<file path="src/rtl/momentum_pkg.sv">
// rtl/momentum_pkg.sv - shared slot encoding, state bit indices and field constants
// Imported by the resolver and by the object multiplexer so both agree on slot order.
package momentum_pkg;

  localparam int XW = 11;
  localparam int YW = 10;

  localparam int X_MIN    = 0;
  localparam int X_MAX    = 1279;
  localparam int GROUND_Y = 900;

  localparam int PLAYER_W = 32;
  localparam int PLAYER_H = 48;
  localparam int CANNON_W = 8;
  localparam int CANNON_H = 8;

  localparam int GROUNDED = 0;
  localparam int WALL_L   = 1;
  localparam int WALL_R   = 2;
  localparam int HIT      = 3;

  // Low two bits carry the bus slot code; bit 2 marks the post-reset NONE slot.
  typedef enum logic [2:0] {
    SLOT_P1    = 3'b000,
    SLOT_P2    = 3'b001,
    SLOT_CAN_S = 3'b010,
    SLOT_CAN_E = 3'b011,
    SLOT_NONE  = 3'b100
  } slot_e;

  typedef struct packed {
    logic [XW-1:0] x;
    logic [YW-1:0] y;
  } pos_t;

  // Sums are one bit wider than the coordinates, so they never wrap.
  function automatic logic [3:0] boundary_bits(
    input logic [XW-1:0] x,
    input logic [YW-1:0] y,
    input int            w,
    input int            h
  );
    logic [XW:0] x_end;
    logic [YW:0] y_end;
    logic [3:0]  bits;
    x_end          = {1'b0, x} + (XW+1)'(w);
    y_end          = {1'b0, y} + (YW+1)'(h);
    bits           = '0;
    bits[GROUNDED] = (y_end >= (YW+1)'(GROUND_Y));
    bits[WALL_L]   = (x <= XW'(X_MIN));
    bits[WALL_R]   = (x_end >= (XW+1)'(X_MAX));
    return bits;
  endfunction

endpackage

</file>
<file path="src/rtl/momentum_resolver_aabb_overlap.sv">
// rtl/momentum_resolver_aabb_overlap.sv - strict axis-aligned box overlap test
// Box A at (a_x, a_y) of size AW x AH against box B at (b_x, b_y) of size BW x BH.
module aabb_overlap #(
  parameter int XW = 11,
  parameter int YW = 10,
  parameter int AW = 8,
  parameter int AH = 8,
  parameter int BW = 32,
  parameter int BH = 48
) (
  input  logic [XW-1:0] a_x_i,
  input  logic [YW-1:0] a_y_i,
  input  logic [XW-1:0] b_x_i,
  input  logic [YW-1:0] b_y_i,
  output logic          overlap_o
);

  logic [XW:0] a_x_e, b_x_e, a_x_end, b_x_end;
  logic [YW:0] a_y_e, b_y_e, a_y_end, b_y_end;

  assign a_x_e   = {1'b0, a_x_i};
  assign b_x_e   = {1'b0, b_x_i};
  assign a_y_e   = {1'b0, a_y_i};
  assign b_y_e   = {1'b0, b_y_i};
  assign a_x_end = a_x_e + (XW+1)'(AW);
  assign b_x_end = b_x_e + (XW+1)'(BW);
  assign a_y_end = a_y_e + (YW+1)'(AH);
  assign b_y_end = b_y_e + (YW+1)'(BH);

  // Touching edges do not count as overlap.
  assign overlap_o = (a_x_e < b_x_end) && (b_x_e < a_x_end) &&
                     (a_y_e < b_y_end) && (b_y_e < a_y_end);

endmodule

</file>
<file path="src/rtl/momentum_resolver.sv">
// rtl/momentum_resolver.sv - per-slot boundary and cannon-hit classifier for the object bus
// Result for the object on the bus in cycle k is registered and visible in cycle k+1.
module momentum_resolver
  import momentum_pkg::*;
(
  input  logic          clk_slow,
  input  logic          rst_n,
  input  logic [XW-1:0] object_x,
  input  logic [YW-1:0] object_y,
  output logic [3:0]    object_state
);

  slot_e      slot_q, slot_d;
  logic [3:0] state_q, state_d;
  pos_t       p1_pos_q, p1_pos_d, p2_pos_q, p2_pos_d;
  logic       p1_vld_q, p1_vld_d, p2_vld_q, p2_vld_d;
  logic       hit_p1_q, hit_p1_d, hit_p2_q, hit_p2_d;
  logic       can_hit_q, can_hit_d;

  logic       ov_p1_raw, ov_p2_raw;
  logic       ov_p1, ov_p2, cannon_present, can_hit_now;
  logic       set_p1, set_p2, rep_p1, rep_p2;
  logic [3:0] bnd_player, bnd_cannon;

  aabb_overlap #(
    .XW(XW), .YW(YW),
    .AW(CANNON_W), .AH(CANNON_H),
    .BW(PLAYER_W), .BH(PLAYER_H)
  ) u_ov_p1 (
    .a_x_i     (object_x),
    .a_y_i     (object_y),
    .b_x_i     (p1_pos_q.x),
    .b_y_i     (p1_pos_q.y),
    .overlap_o (ov_p1_raw)
  );

  aabb_overlap #(
    .XW(XW), .YW(YW),
    .AW(CANNON_W), .AH(CANNON_H),
    .BW(PLAYER_W), .BH(PLAYER_H)
  ) u_ov_p2 (
    .a_x_i     (object_x),
    .a_y_i     (object_y),
    .b_x_i     (p2_pos_q.x),
    .b_y_i     (p2_pos_q.y),
    .overlap_o (ov_p2_raw)
  );

  assign cannon_present = (object_x < XW'(X_MAX));
  assign ov_p1          = ov_p1_raw & p1_vld_q;
  assign ov_p2          = ov_p2_raw & p2_vld_q;
  assign can_hit_now    = cannon_present & (ov_p1 | ov_p2);
  assign bnd_player     = boundary_bits(object_x, object_y, PLAYER_W, PLAYER_H);
  assign bnd_cannon     = boundary_bits(object_x, object_y, CANNON_W, CANNON_H);

  always_ff @(posedge clk_slow or negedge rst_n) begin
    if (!rst_n) begin
      slot_q    <= SLOT_NONE;
      state_q   <= '0;
      p1_pos_q  <= '0;
      p2_pos_q  <= '0;
      p1_vld_q  <= 1'b0;
      p2_vld_q  <= 1'b0;
      hit_p1_q  <= 1'b0;
      hit_p2_q  <= 1'b0;
      can_hit_q <= 1'b0;
    end else begin
      slot_q    <= slot_d;
      state_q   <= state_d;
      p1_pos_q  <= p1_pos_d;
      p2_pos_q  <= p2_pos_d;
      p1_vld_q  <= p1_vld_d;
      p2_vld_q  <= p2_vld_d;
      hit_p1_q  <= hit_p1_d;
      hit_p2_q  <= hit_p2_d;
      can_hit_q <= can_hit_d;
    end
  end

  always_comb begin
    slot_d = SLOT_NONE;
    unique case (slot_q)
      SLOT_NONE:  slot_d = SLOT_P1;
      SLOT_P1:    slot_d = SLOT_P2;
      SLOT_P2:    slot_d = SLOT_CAN_S;
      SLOT_CAN_S: slot_d = SLOT_CAN_E;
      SLOT_CAN_E: slot_d = SLOT_P1;
      default:    slot_d = SLOT_NONE;
    endcase
  end

  always_comb begin
    state_d   = '0;
    p1_pos_d  = p1_pos_q;
    p2_pos_d  = p2_pos_q;
    p1_vld_d  = p1_vld_q;
    p2_vld_d  = p2_vld_q;
    can_hit_d = can_hit_q;
    set_p1    = 1'b0;
    set_p2    = 1'b0;
    rep_p1    = 1'b0;
    rep_p2    = 1'b0;
    unique case (slot_q)
      SLOT_P1: begin
        state_d      = bnd_player;
        state_d[HIT] = hit_p1_q;
        rep_p1       = 1'b1;
        p1_pos_d     = '{x: object_x, y: object_y};
        p1_vld_d     = 1'b1;
      end
      SLOT_P2: begin
        state_d      = bnd_player;
        state_d[HIT] = hit_p2_q;
        rep_p2       = 1'b1;
        p2_pos_d     = '{x: object_x, y: object_y};
        p2_vld_d     = 1'b1;
      end
      SLOT_CAN_S: begin
        can_hit_d = can_hit_now;
        if (cannon_present) begin
          state_d      = bnd_cannon;
          state_d[HIT] = can_hit_now;
          set_p1       = ov_p1;
          set_p2       = ov_p2;
        end
      end
      SLOT_CAN_E: begin
        if (cannon_present) begin
          state_d      = bnd_cannon;
          state_d[HIT] = can_hit_q;
        end
      end
      default: state_d = '0;
    endcase
    // A new hit outranks the clear that comes with reporting.
    hit_p1_d = set_p1 | (hit_p1_q & ~rep_p1);
    hit_p2_d = set_p2 | (hit_p2_q & ~rep_p2);
  end

  assign object_state = state_q;

endmodule
</file>
<file path="config.mk">
export PLATFORM = sky130hd
export DESIGN_NAME = momentum_resolver
export DESIGN_NICKNAME = d
export VERILOG_FILES = /design/src/rtl/momentum_pkg.sv /design/src/rtl/momentum_resolver_aabb_overlap.sv /design/src/rtl/momentum_resolver.sv
export SDC_FILE = /design/constraint.sdc
export NUM_CORES = 1
export LEC_CHECK = 0
export CAP_MARGIN = 40
export CORE_MARGIN = 3
export CORE_UTILIZATION = 30
export CTS_BUF_LIST = sky130_fd_sc_hd__clkbuf_2
export CTS_CLUSTER_DIAMETER = 80
export DETAILED_ROUTE_END_ITERATION = 16
export PLACE_DENSITY_LB_ADDON = 0.1
export REMOVE_ABC_BUFFERS = 1
export SYNTH_ARGS = -nofsm -noshare
export SYNTH_HDL_FRONTEND = slang
export SYNTH_SLANG_ARGS = --single-unit
export TNS_END_PERCENT = 10
</file>
<file path="constraint.sdc">
create_clock -name clk_slow -period 2.6 [get_ports clk_slow]
set_input_delay 0.39 -clock clk_slow [delete_from_list [all_inputs] [get_ports clk_slow]]
set_output_delay 0.39 -clock clk_slow [all_outputs]
set_load 0.005 [all_outputs]
</file>
**After elaboration in Yosys (flattened, before gate mapping)**

Index checks and enable logic that the tools add are counted.

- Bits in registers: 54
- Bits in latches: 0
- Memory bits (writable): 0
- Bits in read-only memories: 0
- Input bits: 23
- Output and inout bits: 4
- Word-level logic and storage cells: 65
- Memories kept: 0

- $add $sub $neg: 8
- $mul: 0
- Divide/modulo/power cells: 0
- Order comparisons: 14
- Equality and inequality tests: 4
- Shift-type cells: 0
- Mux-type cells: 10
- Bitwise gates (word level): 10
- Reduce and logical (&&, ||, !) cells: 8

Operators by type and width:

| operator | number |
|---|---|
| $lt 11x12->1 | 4 |
| $lt 10x11->1 | 4 |
| $add 11x6->12 const B | 3 |
| $add 10x6->11 const B | 3 |
| $ge 12x11->1 const B | 2 |
| $ge 11x10->1 const B | 2 |
| $pmux 4 s4 | 1 |
| $add 11x4->12 const B | 1 |
| $pmux 3 s4 | 1 |
| $add 10x4->11 const B | 1 |
| $le 11x1->1 const B | 1 |
| $lt 11x11->1 const B | 1 |
| $mux 4 | 2 |
| $eq 3x2->1 const B | 2 |
| $logic_and 1x1->1 | 6 |
| $mux 1 | 6 |
| $and 1x1->1 | 5 |
| $eq 3x1->1 const B | 1 |
| $eq 3x3->1 const B | 1 |
| $logic_not 3->1 | 1 |
| $or 1x1->1 | 3 |
| $not 1->1 | 2 |
| $reduce_or 2->1 | 1 |

**Longest topological paths before layout**

Gate-level depths: netlist of the first run.

- Depth in word-level cells: 10
- Gate-level depth with buffers: 12
- Mapped depth without buffers: 11

**Modules after synthesis**

A second synthesis of the first run with hierarchy kept.

- Cell total of the unflattened synthesis: 520
- Area, all modules: 5094.9 um2

By module, submodules not included:

| module | instances | cells each | area an instance (um2) | seq. area each (um2) |
|---|---|---|---|---|
| momentum_resolver | 1 | 201 | 2617.5 | 1352.5 |
| aabb_overlap at u_ov_p1 | 1 | 160 | 1249.9 | 0.0 |
| aabb_overlap at u_ov_p2 | 1 | 159 | 1227.4 | 0.0 |

**Worst setup path before layout of the first run**

No wires, ideal clock.

- Path type: input-to-reg
- From: in object_x[7]
- To: reg hit_p1_q
- Setup time: 0.139 ns
- Arrival: 2.323 ns
- Data required time: 2.461 ns
- Slack: 0.138 ns
- Stages on the path: 12
- Path buffers: 1
- Cell sequence: buf_4 nand3_2 nor2_4 nand3_1 xnor2_1 ha_1 nand2_1 o31ai_1 and3_1 a2111oi_4 o2111ai_1 o21ai_0

- Cells in the longest elaborated chain, start to end: 9
- Elaborated cells between the ends (all ways): 11
- Those cells by class: add/sub (1); order compare (3); mux (2); bitwise (2); reduce/logical (3)

Ends and longest elaborated chain:

| item | line | source |
|---|---|---|
| start, declared | momentum_resolver.sv:8 | `input logic [XW-1:0] object_x,` |
| $add 11x4->12 | momentum_resolver_aabb_overlap.sv:25 | `assign a_x_end = a_x_e + (XW+1)'(AW);` |
| $lt 11x12->1 | momentum_resolver_aabb_overlap.sv:31 | `assign overlap_o = (a_x_e < b_x_end) && (b_x_e < a_x_end) &&` |
| $logic_and 1x1->1 (2 in a row) | momentum_resolver_aabb_overlap.sv:31 |  |
| $logic_and 1x1->1 | momentum_resolver_aabb_overlap.sv:32 | `(a_y_e < b_y_end) && (b_y_e < a_y_end);` |
| $and 1x1->1 | momentum_resolver.sv:50 | `assign ov_p1 = ov_p1_raw & p1_vld_q;` |
| $mux 1 (*) | momentum_resolver.sv:120 | `if (cannon_present) begin` |
| $mux 1 (*) | momentum_resolver.sv:103 | `unique case (slot_q)` |
| $or 1x1->1 (*) | momentum_resolver.sv:136 | `hit_p1_d = set_p1 \| (hit_p1_q & ~rep_p1);` |
| named net hit_p1_d | momentum_resolver.sv:17 | `logic hit_p1_q, hit_p1_d, hit_p2_q, hit_p2_d;` |
| end signal, assigned | momentum_resolver.sv:74 | `hit_p1_q <= hit_p1_d;` |
| end, declared | momentum_resolver.sv:17 |  |

Mark *: on every way through the listed nets, which the timed path passes. The rest lies on a longest branch.
A chain may end at the register's enable or synchronous reset.

**Worst setup path in the final report of the first run**

- From: reg p2_pos_q[4] (netlist bit)
- To: reg hit_p2_q

- Cells in the longest elaborated chain, start to end: 8
- Elaborated cells between the ends (all ways): 9
- Those cells by class: add/sub (1); order compare (2); mux (2); bitwise (2); reduce/logical (2)

Ends and longest elaborated chain:

| item | line | source |
|---|---|---|
| start, declared | momentum_resolver.sv:15 | `pos_t p1_pos_q, p1_pos_d, p2_pos_q, p2_pos_d;` |
| start signal, assigned | momentum_resolver.sv:71 | `p2_pos_q <= p2_pos_d;` |
| $add 10x6->11 | momentum_resolver_aabb_overlap.sv:28 | `assign b_y_end = b_y_e + (YW+1)'(BH);` |
| $lt 10x11->1 | momentum_resolver_aabb_overlap.sv:32 |  |
| $logic_and 1x1->1 | momentum_resolver_aabb_overlap.sv:31 |  |
| $logic_and 1x1->1 (*) | momentum_resolver_aabb_overlap.sv:32 |  |
| $and 1x1->1 (*) | momentum_resolver.sv:51 | `assign ov_p2 = ov_p2_raw & p2_vld_q;` |
| $mux 1 (*) | momentum_resolver.sv:120 |  |
| $mux 1 (*) | momentum_resolver.sv:103 |  |
| $or 1x1->1 (*) | momentum_resolver.sv:137 | `hit_p2_d = set_p2 \| (hit_p2_q & ~rep_p2);` |
| named net hit_p2_d | momentum_resolver.sv:17 |  |
| end signal, assigned | momentum_resolver.sv:75 | `hit_p2_q <= hit_p2_d;` |
| end, declared | momentum_resolver.sv:17 |  |

Marked as above.

==> results of run 1 <==
registers in the layout, indices dropped and copies added (netlist names), 3 cells and up:
| signal | flops |
|---|---|
| slot_q | 3 |
| object_state | 4 |
| p1_pos_q | 21 |
| p2_pos_q | 21 |
critical path: stages (launching register included):
cell and delay (ns):
dfrtp_1 0.50, inv_1 0.14, ha_1 0.28, xor2_1 0.17, ha_1 0.31, nand4_1 0.09, nor3_1 0.22, buf_4 0.16
o2111ai_1 0.12, a21o_1 0.19, nand4_1 0.12, o21ai_0 0.10
cell usage in the layout, fill, tap and decap left out, drive strengths merged, types with 3 or more instances in the layout:
| master | synthesis | layout |
|---|---|---|
| nor2b | 4 | 4 |
| nand2b | 8 | 8 |
| o21ai | 44 | 44 |
| a211o | 5 | 5 |
| o21a | 3 | 3 |
| or2 | 4 | 4 |
| nor3 | 10 | 10 |
| ha | 80 | 80 |
| nand4 | 10 | 10 |
| xnor2 | 20 | 20 |
| a21oi | 21 | 21 |
| a2111oi | 3 | 3 |
| a211oi | 6 | 6 |
| nand2 | 44 | 44 |
| nor3b | 4 | 4 |
| a21o | 4 | 4 |
| and4 | 3 | 3 |
| clkdlybuf4s50 | 0 | 25 |
| nand3 | 29 | 29 |
| dfrtp | 53 | 53 |
| inv | 33 | 33 |
| and3 | 3 | 3 |
| buf | 6 | 67 |
| nor4 | 5 | 5 |
| clkbuf | 12 | 5 |
| o2111ai | 4 | 4 |
| nor2 | 29 | 29 |
| xor2 | 18 | 18 |
| mux2 | 24 | 24 |
per-layer routing:
metal | vias up | routed length (um) | part of all wire [%]
met1 | 1826 | 5850 | 47
met4 | 0 | 252 | 2.0
met5 | - | 0 | 0
met3 | 16 | 301 | 2.4
li1 | 1979 | - | -
met2 | 50 | 5940 | 48
worst paths after layout:
path	cells past startpoint	to
setup / recovery	11	hit_p2_q
max in group asynchronous	3	slot_q[2]
setup reg to reg	11	hit_p2_q
min in group clk_slow	1	p2_vld_q
hold / removal	2	p1_pos_q[7]
hold reg to reg	1	p2_vld_q
stage by stage:
stage / total power, W / setup WS (ns)
2_1_floorplan: 0.00128 / -0.194
3_3_place_gp: 0.00157 / -0.287
3_5_place_dp: 0.00158 / -0.361
4_1_cts: 0.00207 / 0.109
5_1_grt: 0.00218 / 0.00315
6_report: 0.00203 / 0.161
Yosys cell counts, types with 3 or more instances:
cell type  count
nand4_1        9
mux2_2        24
nor3b_1        3
or2_2          3
nor2_1        28
a211oi_1       6
buf_2          5
dfrtp_1       53
o21ai_0       44
o21a_1         3
o2111ai_1      4
nand2b_1       8
and3_1         3
xor2_1        18
nor2b_1        4
nor3_1        10
a21o_1         4
a21oi_1       21
nand3_1       28
nor4_1         5
ha_1          80
clkbuf_1      12
xnor2_1       20
nand2_1       44
a211o_1        5
inv_1         33
final cells by class:
class                           instances  share of cell area (%)
Tap cell                              184                    4.09
Multi-Input combinational cell        404                    55.0
Clock buffer                            5                   0.445
Inverter                               33                    2.20
Clock inverter                          3                   0.712
Timing Repair Buffer                   93                    13.5
Sequential cell                        54                    24.0
cells by family after synthesis:
kind of cell	after synthesis	share of synthesized area (%)
simple gates	158	17.4
compound gates	103	14.1
fa+ha+maj	81	21.9
flops	54	29.2
mux	24	5.84
buf+inv	51	4.36
xor+xnor	38	7.20
power by group through the flow:
stage          Sequential, W  Combinational [W]  Clock (W)
2_1_floorplan       0.000927           0.000352          0
3_3_place_gp        0.000935           0.000633          0
3_5_place_dp        0.000935           0.000640          0
4_1_cts             0.000922           0.000646   0.000502
5_1_grt             0.000928           0.000731   0.000521
6_report            0.000921           0.000638   0.000469
repair_timing:
| item | 4_1_cts | 5_1_grt |
|---|---|---|
| setup endpoints to repair | 0 | 3 |
| resized for setup | 0 | 3 |
| hold endpoints to repair | 12 | 0 |
| hold buffers | 1 | 0 |
==> impl_metrics.py, run 1 <==
metrics = {
    "status": {
        "status": "finished, final reports clean",
    },
    "critical_path": {
        "r2r_slack_ns": 0.16,
        "worst_setup_path_end_kind": "flop",
        "cp_max_fo": 4,
        "timing.rr.start": "p2_pos_q[4]",
        "cp.required_ns": 3.04,
        "arrival_ns": 2.88,
        "crit_start": "p2_pos_q[4]",
        "start_kind": "flop",
        "crit_type": "flop to flop",
    },
    "routing": {
        "viasPerCell": 4.99,
        "drc": 0,
        "vias": 3871,
        "wl_mm": 12.4,
        "final_antenna_net_count": 0,
        "first_pass_iters": 5,
        "post_drt_wl_per_cell_um": 15.9,
        "drtIter0Drc": 142,
    },
    "clock_tree": {
        "ctsLongestPathBuffers": 2,
        "cts_buffers": 5,
        "clock_latency_ns": 0.51,
        "clockRootBuffer": "clkbuf_2",
        "numClockSinks": 54,
        "htree_levels": 2,
        "cts_tree": "built",
        "clkTransAtPathRegs_ns": 0.31,
        "post-cts-setup-buffers": 0,
    },
    "logic_synthesis": {
        "synth_top_area_share_pct": 28.7,
        "synth-async-reset-ratio_pct": 100,
        "synth_area_leaders": "dfrtp_1 (29%), ha_1 (22%), mux2_2 (5.8%), o21ai_0 (4.8%), xnor2_1 (3.8%)",
        "yosysTopAreaCell": "dfrtp_1",
        "synth_edf_count": 0,
        "synth_cell_types": 55,
        "yosysWarnings": 0,
        "yosysSeqAreaShare_pct": 29.2,
        "synthFlopType": "dfrtp_1",
        "netlist_area_um2": 4620,
        "ys_ff_latch": 54,
        "syn_inst": 509,
        "avgSynthCellArea_um2": 9.09,
    },
    "global_route": {
        "overflow": 0,
        "grt.total_usage_pct": 15.5,
        "grt_max_degree": 35,
        "busiest_layer": "met2",
        "grtUsageMet2_pct": 26.7,
        "grt_pass1_vias": 3991,
        "grt_first_pass_wirelength_mm": 20.5,
        "grt_use_met1_pct": 19.8,
        "met3_usage_pct": 2.66,
        "antenna_found_initial": 0,
    },
    "placed_design": {
        "port_buffers": 26,
        "detailed_place_hpwl_mm": 9.85,
        "dp.cells": 767,
        "place.gp.congestion": 0.826,
        "placed_area_um2": 5540,
    },
    "flow_run": {
        "drv_cap": 0,
    },
    "timing": {
        "slew_viol_final": 0,
        "finalHoldViolations": 0,
        "setup_viol": 0,
        "fin_crit_ns": 2.44,
        "finalClockSkew_ns": 0.0215,
        "rsz0062_at_grt": "no",
        "worst_pin_slew_ns": 0.404,
        "hold_slack_ns": 0.255,
        "setup_tns_ns": 0,
        "fin_crit_sh_pct": 93.8,
        "max_freq_mhz": 410,
        "slew-limit-headroom_pct": 73.0,
    },
    "layout": {
        "nets": 694,
        "drive_gt1_share_pct": 19.3,
        "fillCellCount": 1550,
        "fin_util_pct": 38.0,
        "regArea_um2": 1350,
        "area.growth.synth_to_final_pct": 21.7,
        "finalInstanceArea_um2": 5630,
        "multiInputGateArea_um2": 3090,
        "num_antenna_cells": 0,
        "stdcell_count": 776,
    },
    "die": {
        "fp.dieH_um": 130,
        "pin_count": 27,
        "core_area_um2": 14800,
        "std_cell_rows": 44,
        "die_width_um": 130,
        "dieArea_um2": 16900,
        "start_util_pct": 31.2,
    },
    "pwr": {
        "seqPwrFrac_pct": 45.4,
        "swShare_pct": 33.2,
        "cellPowerDensity_nw_per_um2": 360,
        "p_clk_share_pct": 23.1,
        "p_leak_nw": 2.59,
        "comb_power_share_pct": 31.4,
        "p_sw_w": 0.000674,
        "max-vdd-ir-drop_mv": 0.171,
        "internal_power_w": 0.00135,
    },
    "worst_hold_path": {
        "min_path_type": "primary input to asynchronous set/reset pin",
    },
}
Note: power is estimated with default switching activity, not from simulation.
==> inputs of run 2 (changes only) <==
--- a/config.mk
+++ b/config.mk
@@ -11,7 +11,8 @@
 export CTS_BUF_LIST = sky130_fd_sc_hd__clkbuf_2
 export CTS_CLUSTER_DIAMETER = 80
 export DETAILED_ROUTE_END_ITERATION = 16
-export PLACE_DENSITY_LB_ADDON = 0.1
+export GPL_TIMING_DRIVEN = 0
+export PLACE_DENSITY = 0.47
 export REMOVE_ABC_BUFFERS = 1
 export SYNTH_ARGS = -nofsm -noshare
 export SYNTH_HDL_FRONTEND = slang
==> run 2 against run 1 <==
Against the previous run:
- via count shrank 5.2%
- largest cell class unchanged
- setup slack lost 0.013 ns
- register-to-register slack better by 0.03 ns
- clock-buffer cell count grew 1
- sequential power about the same
- clock skew up 0.0053 ns
- die area did not move
- global-route usage down 1.6 points
- fmax shrank 0.52%
==> impl_metrics.py, run 2 (same netlist as run 1, synthesis figures left out) <==
metrics = {
    "status": {
        "status": "finished, final reports clean",
    },
    "global_route": {
        "overflow": 0,
        "antenna_found_initial": 0,
        "grt.total_usage_pct": 13.9,
        "grt_max_degree": 29,
        "grt_first_pass_wirelength_mm": 18.9,
        "grt_pass1_vias": 3852,
    },
    "critical_path": {
        "crit_type": "primary input to flop",
        "worst_setup_path_end_kind": "flop",
        "cp.depth": 12,
        "cp.buffers_inverters": 1,
        "cp_max_fo": 8,
        "crit_start": "object_x[4]",
        "start_kind": "primary input",
        "crit_top_cell": "nand3_1",
        "r2r_slack_ns": 0.19,
        "worstReg2RegEnd": "object_state[3]",
        "path_cells": "clkdlybuf4s15_1 > nand2_1 > nor2_4 > nand3_1 > xnor2_1 > ha_1 > nand3b_1 > o31ai_2 > and3_1 > a2111oi_4 > o2111ai_2 > nand3_1",
        "arrival_ns": 2.90,
        "critical_path.slowest_cell": "clkdlybuf4s15_1",
        "cpPeakStageDelay_ns": 0.37,
        "reg2regPathDepth": 11,
        "cp_top_family": "simple AND/OR/NAND/NOR gates",
        "timing.rr.start": "p1_pos_q[15]",
        "crit_path_end": "object_state[3]",
        "cp.required_ns": 3.05,
    },
    "routing": {
        "drc": 0,
        "first_pass_iters": 4,
        "viasPerCell": 5.12,
        "vias": 3668,
        "post_drt_wl_per_cell_um": 15.5,
        "final_antenna_net_count": 0,
        "drtIter0Drc": 148,
        "wl_mm": 11.1,
    },
    "timing": {
        "slew-limit-headroom_pct": 40.7,
        "fin_crit_ns": 2.45,
        "setup_tns_ns": 0,
        "worst_pin_slew_ns": 0.884,
        "rsz0062_at_grt": "yes",
        "finalClockSkew_ns": 0.0268,
        "finalHoldViolations": 0,
        "hold_slack_ns": 0.237,
        "setup_viol": 0,
        "slew_viol_final": 0,
        "fin_crit_sh_pct": 94.3,
        "max_freq_mhz": 408,
    },
    "clock_tree": {
        "clock_latency_ns": 0.50,
        "cts_buffers": 5,
        "clockRootBuffer": "clkbuf_2",
        "ctsLongestPathBuffers": 2,
        "htree_levels": 2,
        "cts_tree": "built",
        "clkTransAtPathRegs_ns": 0.32,
        "numClockSinks": 54,
    },
    "die": {
        "start_util_pct": 31.2,
        "die_width_um": 130,
        "dieArea_um2": 16900,
        "std_cell_rows": 44,
        "pin_count": 27,
        "core_area_um2": 14800,
        "fp.dieH_um": 130,
    },
    "pwr": {
        "p_leak_nw": 2.35,
        "max-vdd-ir-drop_mv": 0.150,
        "cellPowerDensity_nw_per_um2": 374,
    },
    "placed_design": {
        "detailed_place_hpwl_mm": 8.61,
        "place.gp.congestion": 0.796,
        "port_buffers": 26,
    },
    "layout": {
        "final_common_cell": "ha_1",
        "drive_gt1_share_pct": 12.2,
        "layout_common_cells": "ha_1 (80), dfrtp_1 (50), nand2_1 (44)",
        "area.growth.synth_to_final_pct": 12.7,
        "nets": 634,
        "num_antenna_cells": 0,
    },
    "worst_hold_path": {
        "min_path_type": "primary input to flop",
    },
    "flow_run": {
        "drv_cap": 0,
    },
}
-- run 2: power breakdown --
part           switching, W  internal (W)  leakage (nW)
Combinational      0.000312      0.000252          1.68
Clock              0.000302      0.000163        0.0406
Sequential        0.0000394      0.000883         0.632
Total              0.000653       0.00130          2.35
-- run 2: layer usage --
metal	vias up	track usage (%)	part of all wire [%]
met5	-	0	0
met4	0	3.67	1.3
met3	14	2.05	2.2
met2	39	24.3	48
met1	1760	18.0	49
li1	1855	-	-
-- run 2: cell type report --
cell class,instances,area [um^2]
Timing Repair Buffer,33,319
Tap cell,184,230
Clock buffer,6,30.0
Clock inverter,2,33.8
Fill cell,1531,9600
Inverter,33,124
Multi-Input combinational cell,404,3120
Sequential cell,54,1360
-- run 2: timing repair --
action	in CTS	in global routing
resized for setup	19	22
hold buffers	1	0
buffers inserted	2	0
pin swaps	1	1
setup endpoints to repair	4	4
endpoints found under the hold margin	26	0
-- run 2: worst min path at each step --
stage / start / to / slack, ns / cells after the start
after detailed placement: p1_vld_q / p1_vld_q / 0.46 / 1
after global placement: p1_vld_q / p1_vld_q / 0.46 / 1
after global routing: object_x[3] / p2_pos_q[13] / 0.22 / 3
after floorplan: rst_n / can_hit_q / 0.09 / 0
final: object_x[3] / p2_pos_q[13] / 0.24 / 3
after CTS: object_x[4] / p1_pos_q[14] / 0.32 / 3
-- run 2: worst min-delay path: cells and delay by family --
| kind | cells | cell delay [ns] |
|---|---|---|
| AO/OA/AOI/OAI | 1 | 0.07 |
| buffers and inverters | 1 | 0.20 |
| AND/OR/NAND/NOR | 1 | 0.09 |
-- run 2: stage by stage --
stage	utilization (%)	cells	worst slack [ns]	area (um^2)	power (W)
2_1_floorplan	-	491	-0.194	4550	0.00128
3_3_place_gp	34.0	701	-1.44	5040	0.00148
3_5_place_dp	34.5	705	-1.03	5110	0.00149
4_1_cts	35.1	716	0.0162	5200	0.00198
5_1_grt	35.2	716	-0.0383	5210	0.00211
6_report	35.2	716	0.148	5210	0.00195
